File: src/rtl/stop_it_game.sv
// stop_it_game: controller for the "Stop It" reaction game.
//
// Captures a target from the upstream LFSR on go_i, shows it for TARGET_CYCLES, then runs a
// wrapping 0..31 counter stepping every P cycles. A stop_i press is judged against the target;
// running out of laps (MAX_LAPS wraps of 31->0) is an automatic loss. The result is held for
// RESULT_CYCLES before returning to idle. score_o tracks the consecutive-win streak.
//
// Optional build macro STOP_IT_SPEEDUP_EN: when defined, P = STEP_CYCLES >> min(score_o, 3),
// latched on entry to the counting phase. When undefined, P = STEP_CYCLES.
//
// Ports:
//   clk_i     clock
//   rst_i     asynchronous active-high reset
//   go_i      start request pulse
//   stop_i    stop request pulse
//   rand_i    random value from the LFSR
//   next_o    one-cycle pulse advancing the LFSR after an accepted start
//   target_o  captured target value
//   count_o   running counter value
//   state_o   0=idle, 1=show, 2=count, 3=result
//   win_o     high throughout result when the round was won
//   lose_o    high throughout result when the round was lost
//   score_o   consecutive-win streak, saturating at 255
module stop_it_game #(
  parameter int unsigned STEP_CYCLES   = 10000000,
  parameter int unsigned TARGET_CYCLES = 50000000,
  parameter int unsigned RESULT_CYCLES = 100000000,
  parameter int unsigned MAX_LAPS      = 2
) (
  input  logic       clk_i,
  input  logic       rst_i,
  input  logic       go_i,
  input  logic       stop_i,
  input  logic [4:0] rand_i,
  output logic       next_o,
  output logic [4:0] target_o,
  output logic [4:0] count_o,
  output logic [1:0] state_o,
  output logic       win_o,
  output logic       lose_o,
  output logic [7:0] score_o
);

  typedef enum logic [1:0] {
    StIdle   = 2'd0,
    StShow   = 2'd1,
    StCount  = 2'd2,
    StResult = 2'd3
  } state_e;

  localparam logic [31:0] ShowLast   = 32'(TARGET_CYCLES - 1);
  localparam logic [31:0] ResultLast = 32'(RESULT_CYCLES - 1);
  localparam logic [31:0] LapsLast   = 32'(MAX_LAPS - 1);
  localparam logic [31:0] StepFull   = 32'(STEP_CYCLES);

  state_e      state_q, state_d;
  logic [31:0] timer_q, timer_d;
  logic [31:0] laps_q, laps_d;
  logic [4:0]  target_q, target_d;
  logic [4:0]  count_q, count_d;
  logic        next_q, next_d;
  logic        win_q, win_d;
  logic        lose_q, lose_d;
  logic [7:0]  score_q, score_d;
  logic [31:0] step_last;

`ifdef STOP_IT_SPEEDUP_EN
  logic [31:0] period_q, period_d;
  logic [1:0]  speed_shift;

  // Streaks beyond three wins keep the 1/8 period.
  assign speed_shift = (score_q > 8'd3) ? 2'd3 : score_q[1:0];
  assign step_last   = period_q - 32'd1;
`else
  assign step_last   = StepFull - 32'd1;
`endif

  always_comb begin
    state_d  = state_q;
    timer_d  = timer_q;
    laps_d   = laps_q;
    target_d = target_q;
    count_d  = count_q;
    next_d   = 1'b0;
    win_d    = win_q;
    lose_d   = lose_q;
    score_d  = score_q;
`ifdef STOP_IT_SPEEDUP_EN
    period_d = period_q;
`endif

    case (state_q)
      StIdle: begin
        if (go_i) begin
          target_d = rand_i;
          next_d   = 1'b1;
          state_d  = StShow;
          timer_d  = '0;
        end
      end

      StShow: begin
        if (timer_q == ShowLast) begin
          state_d = StCount;
          count_d = '0;
          timer_d = '0;
          laps_d  = '0;
`ifdef STOP_IT_SPEEDUP_EN
          period_d = StepFull >> speed_shift;
`endif
        end else begin
          timer_d = timer_q + 32'd1;
        end
      end

      StCount: begin
        // A stop press takes priority over a coincident step tick: judge the current value.
        if (stop_i) begin
          state_d = StResult;
          timer_d = '0;
          if (count_q == target_q) begin
            win_d   = 1'b1;
            score_d = (score_q == 8'hff) ? score_q : score_q + 8'd1;
          end else begin
            lose_d  = 1'b1;
            score_d = '0;
          end
        end else if (timer_q == step_last) begin
          timer_d = '0;
          count_d = count_q + 5'd1;
          if (count_q == 5'd31) begin
            if (laps_q == LapsLast) begin
              state_d = StResult;
              lose_d  = 1'b1;
              score_d = '0;
            end else begin
              laps_d = laps_q + 32'd1;
            end
          end
        end else begin
          timer_d = timer_q + 32'd1;
        end
      end

      StResult: begin
        if (timer_q == ResultLast) begin
          state_d = StIdle;
          timer_d = '0;
          win_d   = 1'b0;
          lose_d  = 1'b0;
          count_d = '0;
        end else begin
          timer_d = timer_q + 32'd1;
        end
      end

      default: begin
        state_d = StIdle;
      end
    endcase
  end

  always_ff @(posedge clk_i or posedge rst_i) begin
    if (rst_i) begin
      state_q  <= StIdle;
      timer_q  <= '0;
      laps_q   <= '0;
      target_q <= '0;
      count_q  <= '0;
      next_q   <= 1'b0;
      win_q    <= 1'b0;
      lose_q   <= 1'b0;
      score_q  <= '0;
`ifdef STOP_IT_SPEEDUP_EN
      period_q <= '0;
`endif
    end else begin
      state_q  <= state_d;
      timer_q  <= timer_d;
      laps_q   <= laps_d;
      target_q <= target_d;
      count_q  <= count_d;
      next_q   <= next_d;
      win_q    <= win_d;
      lose_q   <= lose_d;
      score_q  <= score_d;
`ifdef STOP_IT_SPEEDUP_EN
      period_q <= period_d;
`endif
    end
  end

  assign next_o   = next_q;
  assign target_o = target_q;
  assign count_o  = count_q;
  assign state_o  = state_q;
  assign win_o    = win_q;
  assign lose_o   = lose_q;
  assign score_o  = score_q;

endmodule

File: config.mk
export PLATFORM = sky130hd
export DESIGN_NAME = stop_it_game
export DESIGN_NICKNAME = d
export VERILOG_FILES = /design/src/rtl/stop_it_game.sv
export SDC_FILE = /design/constraint.sdc
export NUM_CORES = 1
export LEC_CHECK = 0
export CAP_MARGIN = 20
export CORE_MARGIN = 3
export CORE_UTILIZATION = 45
export DETAILED_ROUTE_END_ITERATION = 10
export PLACE_DENSITY_LB_ADDON = 0.05
export SLEW_MARGIN = 10
export SYNTH_ARGS = -nofsm -noshare
export SYNTH_HDL_FRONTEND = slang
export SYNTH_SLANG_ARGS = --single-unit
export TNS_END_PERCENT = 20
File: constraint.sdc
create_clock -name clk_i -period 5.4 [get_ports clk_i]
set_input_delay 0.54 -clock clk_i [delete_from_list [all_inputs] [get_ports clk_i]]
set_output_delay 0.54 -clock clk_i [all_outputs]
set_load 0.01 [all_outputs]
# After elaboration in Yosys (flattened, before gate mapping)
# Cells that the tools add are included.
# W data, S select, Z words.
dict set report op_classes {
  n_mux 43
  n_eq_ne 24
  reduce_logical 14
  add_sub_neg 4
}
# operator count
set ops {}
lappend ops {{$mux W32} 10}
lappend ops {{$pmux W32 S4} 1}
lappend ops {{$add A32 B1 Y32 const B} 2}
lappend ops {{$pmux W32 S2} 1}
lappend ops {{$mux W8} 6}
lappend ops {{$eq A32 B1 Y1 const B} 1}
lappend ops {{$eq A32 B24 Y1 const B} 1}
lappend ops {{$eq A32 B26 Y1 const B} 1}
lappend ops {{$eq A32 B27 Y1 const B} 1}
lappend ops {{$mux W5} 4}
lappend ops {{$ne A2 B2 Y1 const B} 9}
lappend ops {{$reduce_and A6 Y1} 3}
lappend ops {{$ne A3 B3 Y1 const B} 5}
lappend ops {{$pmux W5 S3} 1}
lappend ops {{$mux W2} 7}
lappend ops {{$mux W1} 10}
lappend ops {{$reduce_and A5 Y1} 2}
lappend ops {{$reduce_bool A2 Y1} 5}
lappend ops {{$add A8 B1 Y8 const B} 1}
lappend ops {{$eq A8 B8 Y1 const B} 1}
lappend ops {{$pmux W2 S4} 1}
lappend ops {{$add A5 B1 Y5 const B} 1}
lappend ops {{$eq A5 B5 Y1} 1}
lappend ops {{$eq A5 B5 Y1 const B} 1}
lappend ops {{7 further kinds} 9}
dict set report word_totals {
  reg_bits 87
  word_cells 94
}

# Logic depth before layout (Yosys ltp)
# Gate-level depths: netlist of the first run.
dict set report depth {
  depth_word 6
  ltp_mapped 10
}

# Worst setup path after synthesis of the first run
# No wires, ideal clock.
dict set report synth_path {
  path_kind {reg2reg}
  start {reg timer_q[0]}
  end {reg laps_q[21]}
  t_required_ps 5267
  slack_ps 2763
  arrival_ps 2504
  path_stages_with_launch 10
  period_less_slack_ps 2637
  path_cell_list {dfrtp_1 ha_1 and4_2 nand4b_4 or4_4 o32a_4 buf_6 buf_2 o31ai_1 o41ai_1}
}
dict set report synth_between {
  elab_chain_cells 3
  elab_cells_between_ends 5
  classes_between {eq/ne (4); reduce/logical (1)}
}
# item line_no
set synth_rtl {}
lappend synth_rtl {{start, declared} 57} ;# logic [31:0] timer_q, timer_d;
lappend synth_rtl {{start signal, assigned} 179} ;# timer_q <= timer_d;
lappend synth_rtl {{$eq A32 B24 Y1 / $eq A32 B26 Y1 (equally long branches)} {128, 103}}
lappend synth_rtl {{$ne A2 B2 Y1 (no source line)} n/a}
lappend synth_rtl {{$reduce_and A6 Y1 (no source line) (*)} n/a}
lappend synth_rtl {{end signal, assigned} 180} ;# laps_q <= laps_d;
lappend synth_rtl {{end, declared} 58} ;# logic [31:0] laps_q, laps_d;
# Every way passes the cells marked *; elsewhere a longest branch is shown, timed or not.
# A chain may end at the register's enable or synchronous reset.

# Worst setup path in the final report of the first run
dict set report layout_path {
  start {reg timer_q[0]}
  end {reg laps_q[12]}
}
# The elaborated chain is that of the path after synthesis.

==> impl_metrics.tcl, run 1 <==
set metrics [dict create \
    outcome "complete, no violations" \
    synth_edf_count 0 \
    ant_nets 0 \
    met2_usage 0.353 \
    place_congestion 0.892 \
    detail_route.vias_per_cell 6.27 \
    timing.final.max_slew_violations 0 \
    placed_cells 756 \
    hold_class "reg2reg" \
    diodes 0 \
    setup_viol 0 \
    max_freq_mhz 325 \
    cts-hold-fix-buffers 0 \
    synth.net_count 622 \
    grt_overflow 0 \
    ff2ff_setup_slack_ps 2330 \
    finalSetupTns_ps 0 \
    io_pins 32 \
    ys_seq_elements 87 \
    dp_hpwl_microns 9670 \
    start_util 0.463 \
    wl_per_cell_microns 18.1 \
    ir_drop_mv 0.294 \
    critPathRequiredTime_ps 5630 \
    worst_pin_slew_ps 994 \
    relSlewSlack 0.337 \
    cts_resized 0 \
    yosysTopAreaCell "dfrtp_1" \
    cts_buffers 9 \
    grt_use_met1 0.306 \
    clkTransAtPathRegs_ps 60 \
    crit_type "reg2reg" \
    fin_skew_ps 7.35 \
    antenna_found_initial 0 \
    core_region_area_sq_um 11500 \
    nNetsFinal 644 \
    crit_chain "ha_1, and4_2, nand4b_4, or4_4, o32ai_4, nand2_1, a221o_1" \
    async_reset_ff_frac 1.00 \
    die_h_microns 115 \
    cp-end-kind "flip-flop" \
    grt_max_degree 53 \
    synth_top_area_share 0.408 \
    yosysUniqueCellTypes 62 \
    clk_latency_ps 350 \
    fin_cells 772 \
    die_x_microns 115 \
    crit_start "timer_q[0]" \
    rows 39 \
    max-cap-violations 0 \
    seq_area_frac_synth 0.408 \
    busiest_layer "met2" \
    die-area_sq_um 13200 \
    syn_to_final_growth_pct 13.4 \
    drtIter0Drc 398 \
    post-route-util 0.525 \
    grt_first_pass_wirelength_microns 23600 \
    layout_commonest_cell "dfrtp_1" \
    ys.flop_type "dfrtp_1" \
    path_buf_inv 0 \
    first_pass_iters 5 \
    reg2reg_depth 7 \
    max_stage_delay_ps 600 \
    leakagePower_nw 2.45 \
    portBuffers 31 \
    setup_slack_ps 2330 \
    synth_area_per_cell_sq_um 8.86 \
    crit_fanout 16 \
    crit_family "simple AND/OR/NAND/NOR gates" \
    remaining_drc_errors 0 \
    cts-root-buf "clkbuf_16" \
    finalCritPeriodShare 0.569 \
    final_layout_size_suffix_gt1_frac 0.0684 \
    layout_common_cells "87 x dfrtp_1, 68 x nand2_1, 48 x o21ai_0" \
    rsz0062_at_grt "no" \
    routed_wl_microns 14000 \
    r2r-start "timer_q[0]" \
    syn_area_sq_um 5330 \
    min_from "laps_q[5]" \
    cp_slowest_cell "or4_4" \
    grt_pass1_vias 4724 \
    dp_slack_ps 2360 \
    fin_crit_ps 3070 \
    htree_levels 3 \
    cp-start-kind "flip-flop" \
    timing_hold_violations_final 0 \
    power_density_nw_per_um2 383 \
    power_w 0.00232 \
    cts_tree "done" \
    worstPathArrival_ps 3310 \
    worstHoldPathCells 1 \
    synth_cells 602 \
    synthTopCellsByArea "dfrtp_1 41%, nand2_1 4.8%, o21ai_0 4.5%" \
    cts_buffer_depth 2 \
    met3_usage 0.0337 \
    r2r_end "laps_q[12]" \
    track_usage 0.224 \
    holdPathEnd "laps_q[5]" \
    clock_sinks 87 \
    ys_warn_count 0 \
    postCtsSetupBuffers 0 \
    vias 4844 \
]
==> per-layer routing <==
layer | share of wire | up-vias
met1 | 0.46 | 2361
met2 | 0.47 | 124
li1 | - | 2331
met4 | 0.029 | 0
met3 | 0.041 | 28
met5 | 0 | -
==> final cells by class <==
class	count	area, sq um
clock buffers	13	250
flip-flops and latches	87	2180
repair buffers	37	353
well taps	143	179
inverters	22	83.8
clock inverters	3	42.5
fillers	1090	5470
multi-input cells	467	2960
==> sequential cells by signal, summed over array words and instances (netlist names) <==
name and cells:
target_o 5, count_o 5, timer_q 32, laps_q 32, state_o 2, win_o 1, lose_o 1, next_o 1
score_o 8
==> kinds of logic after synthesis <==
group / share of synthesized area
flops: 0.408
mux: 0.0296
simple gates: 0.298
compound gates: 0.184
fa+ha+maj: 0.0258
buf+inv: 0.0373
xor+xnor: 0.0164
==> stage by stage <==
stage          hold WS [ps]  cell area, sq um
6_report                546              6040
2_1_floorplan           473              5330
5_1_grt                 559              6040
4_1_cts                 537              6040
3_5_place_dp            526              5750
3_3_place_gp            507              5750
==> power breakdown <==
part,switching (W),internal (W)
clock network,0.000266,0.000371
registers,0.0000784,0.000716
logic,0.000587,0.000297
==> cell usage after synthesis, types with 2 or more instances <==
cell	number
or3_1	13
a211o_1	2
nor4_1	15
a31oi_1	8
inv_1	22
o31ai_1	19
mux2i_1	9
and3_1	22
or4_1	11
o41ai_1	6
or2_2	4
nor2_1	25
a21o_1	3
nand2b_1	8
and4_1	3
mux2_2	6
nand3b_1	2
xor2_1	9
a22o_1	10
dfrtp_1	87
and2_1	11
ha_1	11
nand4b_1	3
o22ai_1	3
o211ai_1	2
nor3_1	12
clkbuf_1	19
buf_2	3
nor4b_1	6
buf_1	2
nor4_2	2
a21oi_1	32
o2bb2ai_1	2
nor4bb_1	2
nand4_1	20
nand3_1	46
o21ai_0	48
nand2_1	68
buf_6	2
a221o_1	2
==> worst max-delay path by stage <==
stage	to	cells past startpoint
after global routing	laps_q[12]	7
after floorplan	count_o[0]	1
after detailed placement	laps_q[12]	7
after global placement	laps_q[4]	7
final	laps_q[12]	7
after CTS	laps_q[12]	7
Power figures use the tool's default switching activity.
==> inputs of run 2 (changes only) <==
==> constraint.sdc (replaced) <==
create_clock -name clk_i -period 3 [get_ports clk_i]
set_input_delay 0.3 -clock clk_i [delete_from_list [all_inputs] [get_ports clk_i]]
set_output_delay 0.3 -clock clk_i [all_outputs]
set_load 0.01 [all_outputs]
==> run 2 against run 1 <==
  * Global-route usage is 0.16 points lower
  * Worst setup slack worse by 2200 ps
  * Sequential power rose by 79%
  * Via count grew 2.5%
  * Clock skew decreased by 0.68 ps
  * Non-clock buffer count rose by 20
  * Hold slack worse by 360 ps
  * Cell count increased by 2.8%
  * Power rose by 93%
==> impl_metrics.tcl, run 2 (same netlist as run 1, synthesis figures left out) <==
set metrics [dict create \
    fin_skew_ps 6.67 \
    r2r-start "timer_q[0]" \
    ant_nets 0 \
    die-area_sq_um 13200 \
    power_density_nw_per_um2 708 \
    cp-start-kind "flip-flop" \
    remaining_drc_errors 0 \
    grt_max_degree 54 \
    placedInstanceArea_sq_um 5910 \
    cts_tree "done" \
    place_congestion 0.827 \
    stdcell_area_sq_um 6320 \
    hold_class "in2async" \
    clk_latency_ps 340 \
    vias 4963 \
    n_fill_cell 1046 \
    start_util 0.463 \
    crit_fanout 11 \
    rsz0062_at_grt "no" \
    switching_power_w 0.00176 \
    grt_pass1_vias 4754 \
    max-cap-violations 0 \
    seqPwrFrac 0.318 \
    combPwrFrac 0.408 \
    ff2ff_setup_slack_ps 130 \
    cts_buffers 9 \
    met3_usage 0.0321 \
    postCtsSetupBuffers 0 \
    crit_type "reg2reg" \
    timing_hold_violations_final 0 \
    detail_route.vias_per_cell 6.25 \
    track_usage 0.222 \
    finalSetupTns_ps 0 \
    met2_usage 0.365 \
    io_pins 32 \
    timing.final.max_slew_violations 0 \
    htree_levels 3 \
    first_pass_iters 7 \
    layout_commonest_cell "dfrtp_1" \
    swShare 0.394 \
    max_freq_mhz 348 \
    diodes 0 \
    outcome "complete, no violations" \
    fin_crit_ps 2870 \
    p_clk_frac 0.274 \
    cts_buffer_depth 2 \
    critPathRequiredTime_ps 3280 \
    setup_viol 0 \
    grt_use_met1 0.291 \
    relSlewSlack 0.477 \
    routed_wl_microns 14500 \
    syn_to_final_growth_pct 18.5 \
    cp-end-kind "flip-flop" \
    cts-root-buf "clkbuf_16" \
    worst_pin_slew_ps 777 \
    leakagePower_nw 2.60 \
    core_region_area_sq_um 11500 \
    r2r_end "laps_q[4]" \
    portBuffers 31 \
    antenna_found_initial 0 \
    crit_chain "ha_2, and4_4, nand4b_4, or4_4, o32a_4, or4_1, nand2_1" \
    clkTransAtPathRegs_ps 60 \
    dp_hpwl_microns 9760 \
    nNetsFinal 666 \
    final_layout_size_suffix_gt1_frac 0.108 \
    busiest_layer "met2" \
    grt_overflow 0 \
    drtIter0Drc 445 \
    finalCritPeriodShare 0.958 \
    worstPathArrival_ps 3150 \
    ir_drop_mv 0.434 \
    wl_per_cell_microns 18.3 \
    grt_first_pass_wirelength_microns 23500 \
    die_h_microns 115 \
    max_stage_delay_ps 650 \
    rows 39 \
    layout_common_cells "87 x dfrtp_1, 68 x nand2_1, 48 x o21ai_0" \
    reg2reg_depth 7 \
    die_x_microns 115 \
    cp_slowest_cell "or4_4" \
    power.internal_w 0.00271 \
    clock_sinks 87 \
]
==> run 2: cell types whose count changed in the layout (fill, tap and decap cells not counted), sizes merged <==
cell and delta:
buf +20, clkbuf +1, o32a +2, clkinvlp -1
==> run 2: final cells by class <==
type | instances | area, sq um | area share
clock buffer | 14 | 294 | 0.0465
clock inverter | 2 | 35.0 | 0.00554
inverter | 22 | 83.8 | 0.0133
multi-input combinational | 469 | 3010 | 0.477
sequential | 87 | 2180 | 0.345
tap | 143 | 179 | 0.0283
timing repair buffer | 57 | 538 | 0.0851
==> run 2: worst max-delay path, delay by kind of cell (launching register included) <==
| family | cells | cell delay [ps] |
|---|---|---|
| flip-flops | 1 | 400 |
| adder cells (fa/ha/maj) | 1 | 230 |
| AND/OR/NAND/NOR | 5 | 1680 |
| AO/OA/AOI/OAI | 1 | 490 |
==> run 2: power by group through the flow <==
stage | clock (W) | combinational [W] | sequential (W)
2_1_floorplan | 0 | 0.00106 | 0.00145
3_3_place_gp | 0 | 0.00170 | 0.00143
3_5_place_dp | 0 | 0.00172 | 0.00144
4_1_cts | 0.00126 | 0.00173 | 0.00142
5_1_grt | 0.00130 | 0.00199 | 0.00144
6_report | 0.00123 | 0.00183 | 0.00142
==> run 2: worst max path at each step <==
stage / from / end / slack [ps] / cells past startpoint
floorplan: timer_q[0] / laps_q[21] / 360 / 9
global placement: timer_q[0] / laps_q[4] / 150 / 7
detailed placement: timer_q[0] / laps_q[25] / 100 / 7
CTS: timer_q[0] / laps_q[4] / 80 / 7
global route: timer_q[0] / laps_q[4] / 10 / 7
finish: timer_q[0] / laps_q[4] / 130 / 7
==> run 2: routing by layer <==
layer / part of all wire / vias up
li1: - / 2375
met3: 0.039 / 18
met1: 0.45 / 2445
met2: 0.49 / 125
met5: 0 / -
met4: 0.020 / 0
==> run 2: through the flow <==
step	hold WS (ps)	setup WS (ps)	instances	util	power, W
2_1_floorplan	451	363	602	-	0.00251
3_3_place_gp	506	147	775	0.513	0.00313
3_5_place_dp	522	98.7	775	0.513	0.00316
4_1_cts	495	76.9	791	0.542	0.00441
5_1_grt	194	14.6	794	0.549	0.00473
6_report	188	125	794	0.549	0.00447
==> run 2: what timing repair did <==
action                                  4_1_cts  5_1_grt
endpoints found under the setup margin        0       14
hold buffers                                  0        0
gates resized for setup                       0        5
